$ cat config.mk
export PLATFORM = sky130hd
export DESIGN_NAME = data_mem_arbiter
export DESIGN_NICKNAME = d
export VERILOG_FILES = /design/src/rtl/data_mem_arbiter.sv
export SDC_FILE = /design/constraint.sdc
export NUM_CORES = 1
export LEC_CHECK = 0
export CELL_PAD_IN_SITES_DETAIL_PLACEMENT = 0
export CELL_PAD_IN_SITES_GLOBAL_PLACEMENT = 1
export CORE_MARGIN = 3
export CORE_UTILIZATION = 10
export DETAILED_ROUTE_END_ITERATION = 10
export PLACE_DENSITY_LB_ADDON = 0.1
export SLEW_MARGIN = 20
export SYNTH_ARGS = -nofsm -noshare
export SYNTH_HDL_FRONTEND = slang
export SYNTH_SLANG_ARGS = --single-unit
$ cat constraint.sdc
create_clock -name CLK -period 1.9 [get_ports CLK]
set_clock_uncertainty 0.05 [all_clocks]
set_input_delay 0.19 -clock CLK [delete_from_list [all_inputs] [get_ports CLK]]
set_output_delay 0.19 -clock CLK [all_outputs]
set_load 0.005 [all_outputs]
$ cat src/rtl/data_mem_arbiter.sv
// data_mem_arbiter
// Shares the single data memory between the pipeline MEM stage (CPU port) and
// an auxiliary master (loader / debug port). One access is granted per cycle;
// the granted port is steered onto the memory bus, and read data comes back
// to its owner one cycle later. The MEM stage is stalled whenever it loses
// arbitration.
//
// Build option: define MEM_ARB_STARVE_GUARD_EN to add the starvation guard.
// After STARVE_LIMIT consecutive denied aux cycles, aux is forced one grant.
// Without the macro the CPU has strict priority and STARVE_LIMIT has no effect.

module data_mem_arbiter #(
    parameter int STARVE_LIMIT = 4
) (
    input  logic        CLK,
    input  logic        RST,

    input  logic        cpu_req_i,
    input  logic        cpu_we_i,
    input  logic        cpu_byte_i,
    input  logic [31:0] cpu_addr_i,
    input  logic [31:0] cpu_wdata_i,
    output logic        cpu_stall_o,
    output logic [31:0] cpu_rdata_o,
    output logic        cpu_rvalid_o,

    input  logic        aux_req_i,
    input  logic        aux_we_i,
    input  logic        aux_byte_i,
    input  logic [31:0] aux_addr_i,
    input  logic [31:0] aux_wdata_i,
    output logic        aux_gnt_o,
    output logic [31:0] aux_rdata_o,
    output logic        aux_rvalid_o,

    output logic [31:0] mem_address_o,
    output logic [31:0] mem_data_o,
    output logic        mem_wren_o,
    output logic        mem_byte_mode_o,
    input  logic [31:0] mem_data_i
);

    typedef enum logic {
        S_CPU_PRI   = 1'b0,
        S_AUX_FORCE = 1'b1
    } state_t;

    state_t state;
    logic   cpu_gnt;
    logic   aux_gnt;
    logic   rsp_valid;
    logic   rsp_owner;   // 0 = CPU, 1 = aux

    // STARVE_LIMIT has to fit the 4-bit starvation counter (1..15).
    if (STARVE_LIMIT < 1 || STARVE_LIMIT > 15) begin : g_starve_limit_out_of_range
    end

`ifdef MEM_ARB_STARVE_GUARD_EN
    localparam logic [3:0] LIMIT = 4'(STARVE_LIMIT);

    state_t     state_next;
    logic [3:0] starve_cnt;
    logic [3:0] starve_cnt_next;

    // FSM state and starvation counter registers
    always_ff @(posedge CLK or posedge RST) begin
        if (RST) begin
            state      <= S_CPU_PRI;
            starve_cnt <= 4'd0;
        end else begin
            state      <= state_next;
            starve_cnt <= starve_cnt_next;
        end
    end

    // Counter update and next-state: count denied aux cycles, force aux once
    always_comb begin
        starve_cnt_next = starve_cnt;
        state_next      = state;

        if (!aux_req_i || aux_gnt) begin
            starve_cnt_next = 4'd0;
        end else if (cpu_gnt && (starve_cnt != 4'hF)) begin
            starve_cnt_next = starve_cnt + 4'd1;
        end

        case (state)
            S_CPU_PRI: begin
                // Switch as the count reaches the limit so the forced grant
                // lands on the very next cycle.
                if (starve_cnt_next >= LIMIT) begin
                    state_next = S_AUX_FORCE;
                end
            end
            S_AUX_FORCE: begin
                // Either aux took its forced grant or it stopped asking;
                // both cases return to CPU priority.
                state_next = S_CPU_PRI;
            end
            default: state_next = S_CPU_PRI;
        endcase
    end
`else
    // Strict CPU priority: the arbiter never leaves S_CPU_PRI.
    assign state = S_CPU_PRI;
`endif

    // Grant decision; nothing is granted while reset is held
    always_comb begin
        cpu_gnt = 1'b0;
        aux_gnt = 1'b0;
        if (!RST) begin
            if ((state == S_AUX_FORCE) && aux_req_i) begin
                aux_gnt = 1'b1;
            end else if (cpu_req_i) begin
                cpu_gnt = 1'b1;
            end else if (aux_req_i) begin
                aux_gnt = 1'b1;
            end
        end
    end

    // Steer the granted port onto the memory bus; idle bus is all zeros
    always_comb begin
        mem_address_o   = 32'd0;
        mem_data_o      = 32'd0;
        mem_wren_o      = 1'b0;
        mem_byte_mode_o = 1'b0;
        if (cpu_gnt) begin
            mem_address_o   = cpu_addr_i;
            mem_data_o      = cpu_wdata_i;
            mem_wren_o      = cpu_we_i;
            mem_byte_mode_o = cpu_byte_i;
        end else if (aux_gnt) begin
            mem_address_o   = aux_addr_i;
            mem_data_o      = aux_wdata_i;
            mem_wren_o      = aux_we_i;
            mem_byte_mode_o = aux_byte_i;
        end
    end

    assign cpu_stall_o = cpu_req_i & ~cpu_gnt & ~RST;
    assign aux_gnt_o   = aux_gnt;

    // Single-stage read tracking: memory latency is fixed at one cycle
    always_ff @(posedge CLK or posedge RST) begin
        if (RST) begin
            rsp_valid <= 1'b0;
            rsp_owner <= 1'b0;
        end else begin
            rsp_valid <= (cpu_gnt & ~cpu_we_i) | (aux_gnt & ~aux_we_i);
            rsp_owner <= aux_gnt;
        end
    end

    assign cpu_rvalid_o = rsp_valid & ~rsp_owner;
    assign aux_rvalid_o = rsp_valid &  rsp_owner;
    assign cpu_rdata_o  = cpu_rvalid_o ? mem_data_i : 32'd0;
    assign aux_rdata_o  = aux_rvalid_o ? mem_data_i : 32'd0;

endmodule

==> results of run 1 <==
power by group through the flow:
stage | logic [mW] | clock network, mW | registers, mW
global placement | 0.868 | 0 | 0.0470
detailed placement | 0.866 | 0 | 0.0473
finish | 0.897 | 0.318 | 0.0473
CTS | 0.911 | 0.326 | 0.0473
global route | 0.962 | 0.335 | 0.0477
floorplan | 0.224 | 0 | 0.0477
cell families (layout without fill, tap and decap cells):
group	after synthesis	in the layout	share of synthesized area (%)
AO/OA/AOI/OAI	67	67	48.7
buffers and inverters	32	332	14.7
flip-flops	2	2	3.64
other	1	1	0.273
AND/OR/NAND/NOR	71	71	32.7
state kept, by name (all words and copies together), names as in the netlist:
signal,count
rsp_owner,1
rsp_valid,1
critical path, delay by kind of cell:
kind	cells	cell delay [ps]
compound gates	1	170
buf+inv	4	1080
simple gates	1	190
how the worst max path moves through the flow:
| stage | startpoint | to | slack (ps) | cells after the start |
|---|---|---|---|---|
| 4_1_cts | aux_req_i | mem_address_o[23] | 0.2 | 7 |
| 2_1_floorplan | rsp_valid$_DFF_PP0_ | cpu_rdata_o[22] | 760 | 3 |
| 5_1_grt | RST | mem_address_o[6] | -10 | 6 |
| 6_report | RST | mem_address_o[6] | 20 | 6 |
| 3_3_place_gp | cpu_req_i | mem_address_o[30] | -290 | 5 |
| 3_5_place_dp | cpu_req_i | mem_address_o[30] | -270 | 5 |
what timing repair did:
action / 4_1_cts / 5_1_grt
endpoints found under the hold margin: 0 / 0
setup buffers: 5 / 3
endpoints found under the setup margin: 70 / 79
cloned: 4 / 1
resized for setup: 38 / 47
placed cells by master, fill, tap and decap left out:
master,n
buf_6,2
nor2_1,1
inv_2,1
nand2b_1,2
and3_1,32
dlymetal6s2s_1,44
clkdlybuf4s15_2,1
nor2b_4,3
buf_2,1
buf_16,3
buf_12,10
conb_1,1
buf_4,11
and2_1,33
clkbuf_16,4
clkdlybuf4s50_1,229
dfrtp_1,2
o32ai_1,1
bufbuf_16,1
dlygate4sd2_1,25
a32o_1,66
routing by layer:
metal | vias up | GRT usage (%)
met5 | - | 0
met4 | 0 | 1.80
met3 | 8 | 3.61
met2 | 163 | 24.8
met1 | 1275 | 14.4
li1 | 1325 | -
final cells by class:
| type | count | area, um2 | area share (%) |
|---|---|---|---|
| Inverter | 1 | 3.75 | 0.0749 |
| Timing Repair Buffer | 328 | 3520 | 70.3 |
| Tap cell | 176 | 220 | 4.40 |
| Multi-Input combinational cell | 139 | 1140 | 22.7 |
| Clock buffer | 3 | 75.1 | 1.50 |
| Sequential cell | 2 | 50.0 | 0.999 |
per-stage QoR:
stage	cell area (um2)	cells	setup slack (ps)	power, mW
after floorplan	1380	173	758	0.272
after global placement	4580	633	-286	0.915
after detailed placement	4580	633	-267	0.913
after CTS	4850	645	0.151	1.28
after global routing	5010	649	-9.90	1.34
final	5010	649	23.4	1.26
==> impl_metrics.csv, run 1 <==
group,metric,value,unit
detailed_routing,avgRoutedWirePerCell,17.4,um
job,cap_viol_max_count,0,
timing,setup_viol_count_final,0,
detailed_routing,route.final.wire_length,11300,um
critical_path,delay_of_the_slowest_cell_on_the_worst_path,520,ps
timing,timing_hold_violations_final,0,
detailed_routing,routed_via_density,4.27,
critical_path,setup.worst_path.end_class,"output pin",
power,clock_power_share,25.2,%
detailed_routing,remaining_antenna_violation_count_after_routing,0,
timing,fin_hold_ws,276,ps
detailed_routing,vias,2771,
logic_synthesis,leading_post_synthesis_cells_by_instance_count,"a32o_1, and2_1, and3_1",
floorplan,dieWidth,123,um
timing,achievable-frequency,533,MHz
clock_tree,cts-hold-fix-buffers,0,
layout,post_route_cells_drive_above_1_share,7.82,%
logic_synthesis,synth_sequential_area_ratio,3.64,%
detailed_routing,met3WireLength,1170,um
detailed_routing,drt_iter0_drcs,78,
clock_tree,cts_buffers,3,
logic_synthesis,synthMostInstantiatedCell,"a32o_1",
power,p_leak,2.68,nW
detailed_routing,wl_met2,5980,um
worst_hold_path,min_delay_path_depth,3,
logic_synthesis,synth_flop_type,"dfrtp_1",
critical_path,path_cells,"clkdlybuf4s15_2 > nor2b_4 > buf_4 > buf_12 > a32o_1 > clkdlybuf4s50_1",
timing,min_period_over_period,98.8,%
detailed_routing,drt_pre_antenna_iters,4,
global_routing,grt_pass1_vias,2716,
power,vdd_ir_drop_max,0.217,mV
clock_tree,cts.htree.levels,1,
power,p_sw,0.325,mW
floorplan,cell_row_count,42,
critical_path,critPathRequiredTime,1660,ps
placement,port-buffer-count,300,
detailed_routing,route.detailed.drc,0,
logic_synthesis,synth_edf_count,0,
logic_synthesis,number_of_different_library_cells_in_the_post_synthesis_netlist,15,
clock_tree,cts.sinks,2,
floorplan,die_area,15200,um2
layout,syn_to_final_growth,264,%
logic_synthesis,synth.avg_cell_area,7.95,um2
logic_synthesis,ys_seq_elements,2,
clock_tree,worst_setup_hold_path_clk_slew,30,ps
global_routing,grt.overflow.total,0,
detailed_routing,topmost_layer_with_routed_signal_wires,"met4",
worst_hold_path,holdPathEnd,"rsp_valid$_DFF_PP0_",
layout,antennaDiodeCount,0,
clock_tree,cts.root.buffer_cell,"clkbuf_16",
worst_hold_path,min-delay-start,"cpu_req_i",
logic_synthesis,synth.top_cells.by_area,"a32o_1, and2_1, and3_1, buf_6, buf_2",
detailed_routing,wl_met1,4040,um
logic_synthesis,async_flop_share,100,%
global_routing,wire_length_of_the_first_global_routing_pass,15400,um
power,gate_power_share,71.1,%
critical_path,setup.worst_path.class,"input port to output pin",
clock_tree,max-clock-path-buffers,2,
power,p_seq_share,3.7,%
layout,final_net_count,643,
placement,place.gp.congestion,0.698,
logic_synthesis,synthesis.instances,173,
power,power.switching_fraction,25.7,%
timing,final_worst_path_period_need,1880,ps
clock_tree,clock_tree_from_tritoncts,"done",
floorplan,die_height,123,um
logic_synthesis,post_synth_instance_area,1380,um2
timing,final.setup.tns,0,ps
logic_synthesis,synth_warnings,0,
outcome,status,"completed",
layout,n_fill_cell,1348,
floorplan,floorplan.core_area,13300,um2
global_routing,grt_util_all_layers,13.0,%
layout,final_core_utilization,37.5,%
critical_path,critPathSlowestCell,"clkdlybuf4s50_1",
power,intPower,0.938,mW
floorplan,io_pins,302,
placement,detailed_place_hpwl,8350,um
power,cell_area_power_density,252,nW/um2
logic_synthesis,synth_area_leader_cell,"a32o_1",
critical_path,startpoint_type,"input port",
timing,final_max_slew_viol_count,0,
logic_synthesis,synth_top_area_share,48.0,%
logic_synthesis,synth.net_count,341,
global_routing,antenna_found_initial,0,
global_routing,grt_max_degree,34,
critical_path,worst-path-max-fanout,16,
worst_hold_path,hp-class,"input port to flop",
critical_path,timing.critical_path.arrival,1640,ps
floorplan,initial_utilization,10.3,%
No activity file was read; power rests on OpenSTA's default activity.
==> run 2: changes to the inputs <==
--- a/config.mk
+++ b/config.mk
@@ -9,8 +9,10 @@
 export CELL_PAD_IN_SITES_GLOBAL_PLACEMENT = 1
 export CORE_MARGIN = 3
 export CORE_UTILIZATION = 10
+export CTS_CLUSTER_SIZE = 8
 export DETAILED_ROUTE_END_ITERATION = 10
 export PLACE_DENSITY_LB_ADDON = 0.1
+export SETUP_SLACK_MARGIN = 0.1
 export SLEW_MARGIN = 20
 export SYNTH_ARGS = -nofsm -noshare
 export SYNTH_HDL_FRONTEND = slang
==> run 2 against run 1 <==
  * Non-clock buffer count increased by 3
  * First-iteration DRC count decreased by 7.7%
  * Via count increased by 0.72%
  * Critical endpoint is now cpu_rvalid_o
  * Largest power group unchanged
  * Highest routed layer unchanged
==> impl_metrics.csv, run 2 (same netlist as run 1, synthesis figures left out) <==
group,metric,value,unit
floorplan,die_height,123,um
floorplan,dieWidth,123,um
power,vdd_ir_drop_max,0.227,mV
timing,min_period_over_period,92.3,%
power,p_sw,0.326,mW
timing,fin_hold_ws,273,ps
detailed_routing,route.final.wire_length,11300,um
timing,timing_hold_violations_final,0,
layout,multi_input_area,1140,um2
critical_path,delay_of_the_slowest_cell_on_the_worst_path,500,ps
layout,postLayoutCellArea,4890,um2
critical_path,setup.worst_path.end_class,"output pin",
detailed_routing,avgRoutedWirePerCell,17.3,um
job,cap_viol_max_count,0,
power,cell_area_power_density,254,nW/um2
timing,achievable-frequency,570,MHz
placement,detailed_place_hpwl,8350,um
critical_path,critPathSlowestCell,"clkdlybuf4s50_1",
detailed_routing,routed_via_density,4.28,
layout,layout_commonest_cell,"clkdlybuf4s50_1",
layout,antennaDiodeCount,0,
layout,final_core_utilization,36.6,%
floorplan,floorplan.core_area,13300,um2
critical_path,critical_path.n_buffers_inverters,2,
worst_hold_path,hp-class,"input port to flop",
power,p_total,1.24,mW
floorplan,cell_row_count,42,
timing,grt_setup_unrepaired,"true",
power,p_seq_share,3.8,%
detailed_routing,vias,2791,
critical_path,startpoint_type,"flop",
critical_path,timing.critical_path.arrival,1510,ps
placement,port-buffer-count,300,
clock_tree,worst_setup_hold_path_clk_slew,30,ps
layout,reg.largest.list,"rsp_owner: 1 flops, rsp_valid: 1 flops",
clock_tree,clock_tree_from_tritoncts,"done",
power,clock_power_share,25.7,%
clock_tree,cts.sinks,2,
placement,post_dp_cell_area,4580,um2
power,power.switching_fraction,26.2,%
clock_tree,cts.root.buffer_cell,"clkbuf_16",
clock_tree,cts.htree.levels,1,
critical_path,worst-path-max-fanout,16,
clock_tree,cts_buffers,3,
detailed_routing,drt_pre_antenna_iters,4,
outcome,status,"completed",
global_routing,grt_util_all_layers,13.2,%
layout,n_fill_cell,1374,
timing,final_max_slew_viol_count,0,
timing,final_worst_path_period_need,1750,ps
critical_path,crit_family,"buffers and inverters",
global_routing,antenna_found_initial,0,
detailed_routing,route.detailed.drc,0,
timing,setup_viol_count_final,0,
critical_path,critPathRequiredTime,1660,ps
placement,place.gp.congestion,0.698,
global_routing,grt_max_degree,34,
clock_tree,max-clock-path-buffers,2,
layout,mostFrequentLayoutCells,"clkdlybuf4s50_1, dlygate4sd2_1, a32o_1",
global_routing,grt.overflow.total,0,
detailed_routing,drt_iter0_drcs,72,
power,gate_power_share,70.5,%
layout,final-seq-area,51.3,um2
layout,syn_to_final_growth,256,%
critical_path,setup.worst_path.class,"flop to output pin",
power,p_leak,2.45,nW
floorplan,initial_utilization,10.3,%
layout,post_route_cells_drive_above_1_share,11.1,%
global_routing,grt_pass1_vias,2774,
layout,final_net_count,646,
floorplan,die_area,15200,um2
power,intPower,0.916,mW
floorplan,io_pins,302,
global_routing,wire_length_of_the_first_global_routing_pass,15700,um
detailed_routing,remaining_antenna_violation_count_after_routing,0,
critical_path,path_cells,"nor2b_4 > buf_16 > clkdlybuf4s50_1",
[run 2: cell types whose count changed in the layout (fill, tap and decap cells not counted), sizes merged]
cell           change
clkdlybuf4s50     -31
buf                +4
dlymetal6s2s      -28
clkbuf             +9
bufbuf             +1
dlygate4sd2       +48
[run 2: stage by stage]
step	std cells	TNS [ps]	setup WS, ps
detailed placement	633	-14320	-267
CTS	652	0	83.1
global placement	633	-14130	-286
floorplan	173	0	758
finish	652	0	146
global route	652	0	79.2
[run 2: final timing paths]
kind | start | endpoint | slack, ps | cells past startpoint
max in group asynchronous | RST | rsp_owner$_DFF_PP0_ | 1410 | 4
worst max-delay path | rsp_owner$_DFF_PP0_ | cpu_rvalid_o | 150 | 3
worst min-delay path | cpu_req_i | rsp_valid$_DFF_PP0_ | 270 | 3
min in group asynchronous | RST | rsp_owner$_DFF_PP0_ | 300 | 4
[run 2: what timing repair did]
item,4_1_cts,5_1_grt
buffers inserted,10,0
gates resized for setup,116,32
gates cloned,6,0
hold buffers,0,0
setup endpoints to repair,125,58
[run 2: cell type report]
cell class                 instances  area share (%)
timing repair buffer             331            69.5
inverter                           1          0.0768
clock buffer                       3            1.54
sequential                         2            1.05
multi-input combinational        139            23.3
tap                              176            4.50
[run 2: power by group through the flow]
stage	logic, mW	registers, mW	clock network (mW)
detailed placement	0.866	0.0473	0
global route	0.943	0.0475	0.335
global placement	0.868	0.0470	0
finish	0.875	0.0471	0.319
floorplan	0.224	0.0477	0
CTS	0.898	0.0467	0.326
[run 2: metal layers]
| metal | wire length (um) | global-route usage (%) |
|---|---|---|
| met5 | 0 | 0 |
| met4 | 71 | 1.45 |
| met3 | 1190 | 3.57 |
| met2 | 6040 | 25.5 |
| met1 | 3970 | 14.9 |
==> run 3: changes to the inputs <==
--- a/config.mk
+++ b/config.mk
@@ -7,7 +7,6 @@
 export LEC_CHECK = 0
 export CELL_PAD_IN_SITES_DETAIL_PLACEMENT = 0
 export CELL_PAD_IN_SITES_GLOBAL_PLACEMENT = 1
-export CORE_MARGIN = 3
 export CORE_UTILIZATION = 10
 export CTS_CLUSTER_SIZE = 8
 export DETAILED_ROUTE_END_ITERATION = 10
==> run 3 against run 2 <==
  * Via count rose by 2.7%
  * Non-clock buffer count rose by 6
  * Final cell count rose by 0.92%
  * Maximum frequency fell by 4.9%
  * Worst hold slack got worse by 120 ps
  * Critical path depth rose by 1
  * Die area fell by 6.4%
  * Total power rose by 1.4%
  * Flip-flop and latch count did not move
  * Clock power barely moved
  * Wire length fell by 1.9%
  * Largest cell class unchanged
  * Design area rose by 3.8%
==> impl_metrics.csv, run 3 (same netlist as run 1, synthesis figures left out) <==
group,metric,value,unit
outcome,status,"completed",
power,vdd_ir_drop_max,0.134,mV
critical_path,setup.worst_path.class,"flop to output pin",
placement,detailed_place_hpwl,7990,um
timing,final_worst_path_period_need,1840,ps
critical_path,critPathRequiredTime,1660,ps
global_routing,grt.overflow.total,0,
timing,grt_setup_unrepaired,"true",
layout,post_route_cells_drive_above_1_share,10.4,%
floorplan,floorplan.core_area,13300,um2
worst_hold_path,hp-class,"input port to asynchronous set/reset pin",
layout,layout_commonest_cell,"clkdlybuf4s50_1",
layout,final_core_utilization,38.0,%
global_routing,wire_length_of_the_first_global_routing_pass,15700,um
clock_tree,worst_setup_hold_path_clk_slew,30,ps
floorplan,dieWidth,119,um
detailed_routing,vias,2865,
timing,final_max_slew_viol_count,0,
global_routing,grt_max_degree,34,
clock_tree,max-clock-path-buffers,2,
layout,reg.largest.list,"rsp_owner: 1 flops, rsp_valid: 1 flops",
global_routing,grt_pass1_vias,2911,
layout,mostFrequentLayoutCells,"clkdlybuf4s50_1, a32o_1, dlygate4sd2_1",
placement,post_dp_cell_area,4580,um2
critical_path,startpoint_type,"flop",
floorplan,cell_row_count,42,
timing,setup_viol_count_final,0,
floorplan,io_pins,302,
floorplan,die_height,119,um
clock_tree,cts_buffers,3,
clock_tree,cts-hold-fix-buffers,0,
clock_tree,clock_tree_from_tritoncts,"done",
power,cell_area_power_density,248,nW/um2
detailed_routing,drt_pre_antenna_iters,4,
clock_tree,cts.htree.levels,1,
timing,min_period_over_period,97.1,%
detailed_routing,route.final.wire_length,11100,um
power,p_leak,2.91,nW
layout,final_net_count,652,
critical_path,worst-path-max-fanout,6,
timing,fin_hold_ws,150,ps
placement,port-buffer-count,300,
job,cap_viol_max_count,0,
detailed_routing,remaining_antenna_violation_count_after_routing,0,
timing,achievable-frequency,542,MHz
global_routing,grt_util_all_layers,14.0,%
critical_path,critPathLaunch,"rsp_owner$_DFF_PP0_",
layout,syn_to_final_growth,269,%
floorplan,die_area,14200,um2
detailed_routing,avgRoutedWirePerCell,16.8,um
critical_path,setup.worst_path.end_class,"output pin",
critical_path,cp-endpoint,"cpu_rdata_o[24]",
detailed_routing,routed_via_density,4.35,
layout,antennaDiodeCount,0,
global_routing,antenna_found_initial,0,
detailed_routing,route.detailed.drc,0,
layout,postLayoutCellArea,5080,um2
clock_tree,cts.sinks,2,
timing,timing_hold_violations_final,0,
critical_path,timing.critical_path.arrival,1600,ps
detailed_routing,drt_iter0_drcs,83,
placement,place.gp.congestion,0.720,
floorplan,initial_utilization,10.3,%
clock_tree,cts.root.buffer_cell,"clkbuf_16",
-- run 3: per-stage QoR --
| stage | instances | TNS, ps | power (mW) | setup WS [ps] |
|---|---|---|---|---|
| 2_1_floorplan | 173 | 0 | 0.272 | 758 |
| 3_3_place_gp | 633 | -14500 | 0.912 | -256 |
| 3_5_place_dp | 633 | -16520 | 0.913 | -287 |
| 4_1_cts | 648 | 0 | 1.26 | 0.708 |
| 5_1_grt | 658 | -28.1 | 1.33 | -22.2 |
| 6_report | 658 | 0 | 1.26 | 55.7 |
-- run 3: worst min path at each step --
| stage | cells past startpoint | to | slack (ps) |
|---|---|---|---|
| after floorplan | 2 | rsp_owner$_DFF_PP0_ | 80 |
| after global placement | 3 | rsp_valid$_DFF_PP0_ | 690 |
| after detailed placement | 3 | rsp_valid$_DFF_PP0_ | 700 |
| after CTS | 3 | rsp_owner$_DFF_PP0_ | 170 |
| after global routing | 3 | rsp_owner$_DFF_PP0_ | 190 |
| final | 3 | rsp_valid$_DFF_PP0_ | 150 |
-- run 3: cell type report --
| class | count | area, um2 |
|---|---|---|
| Inverter | 1 | 3.75 |
| Clock buffer | 3 | 75.1 |
| Timing Repair Buffer | 337 | 3580 |
| Multi-Input combinational cell | 139 | 1150 |
| Tap cell | 176 | 220 |
| Sequential cell | 2 | 50.0 |
| Fill cell | 1366 | 8270 |
-- run 3: power breakdown --
group          internal [mW]  switching, mW  total, mW
registers             0.0450        0.00207     0.0471
clock network          0.268         0.0505      0.318
logic                  0.617          0.276      0.893
-- run 3: routing by layer --
layer	vias to the layer above	share of wire, %	track usage (%)
met3	13	9.3	3.21
met4	0	1.8	4.03
met5	-	0	0
li1	1346	-	-
met1	1330	36	15.2
met2	176	53	26.6
-- run 3: what timing repair did --
action / in CTS / in global routing
buffers inserted: 7 / 8
gates cloned: 5 / 2
resized for setup: 75 / 64
endpoints found under the setup margin: 102 / 80
-- run 3: worst max-delay path: stages, from the launching register on --
cell and delay [ps]:
dfrtp_1 400, nor2b_4 220, buf_6 140, and2_1 110, clkdlybuf4s50_1 510
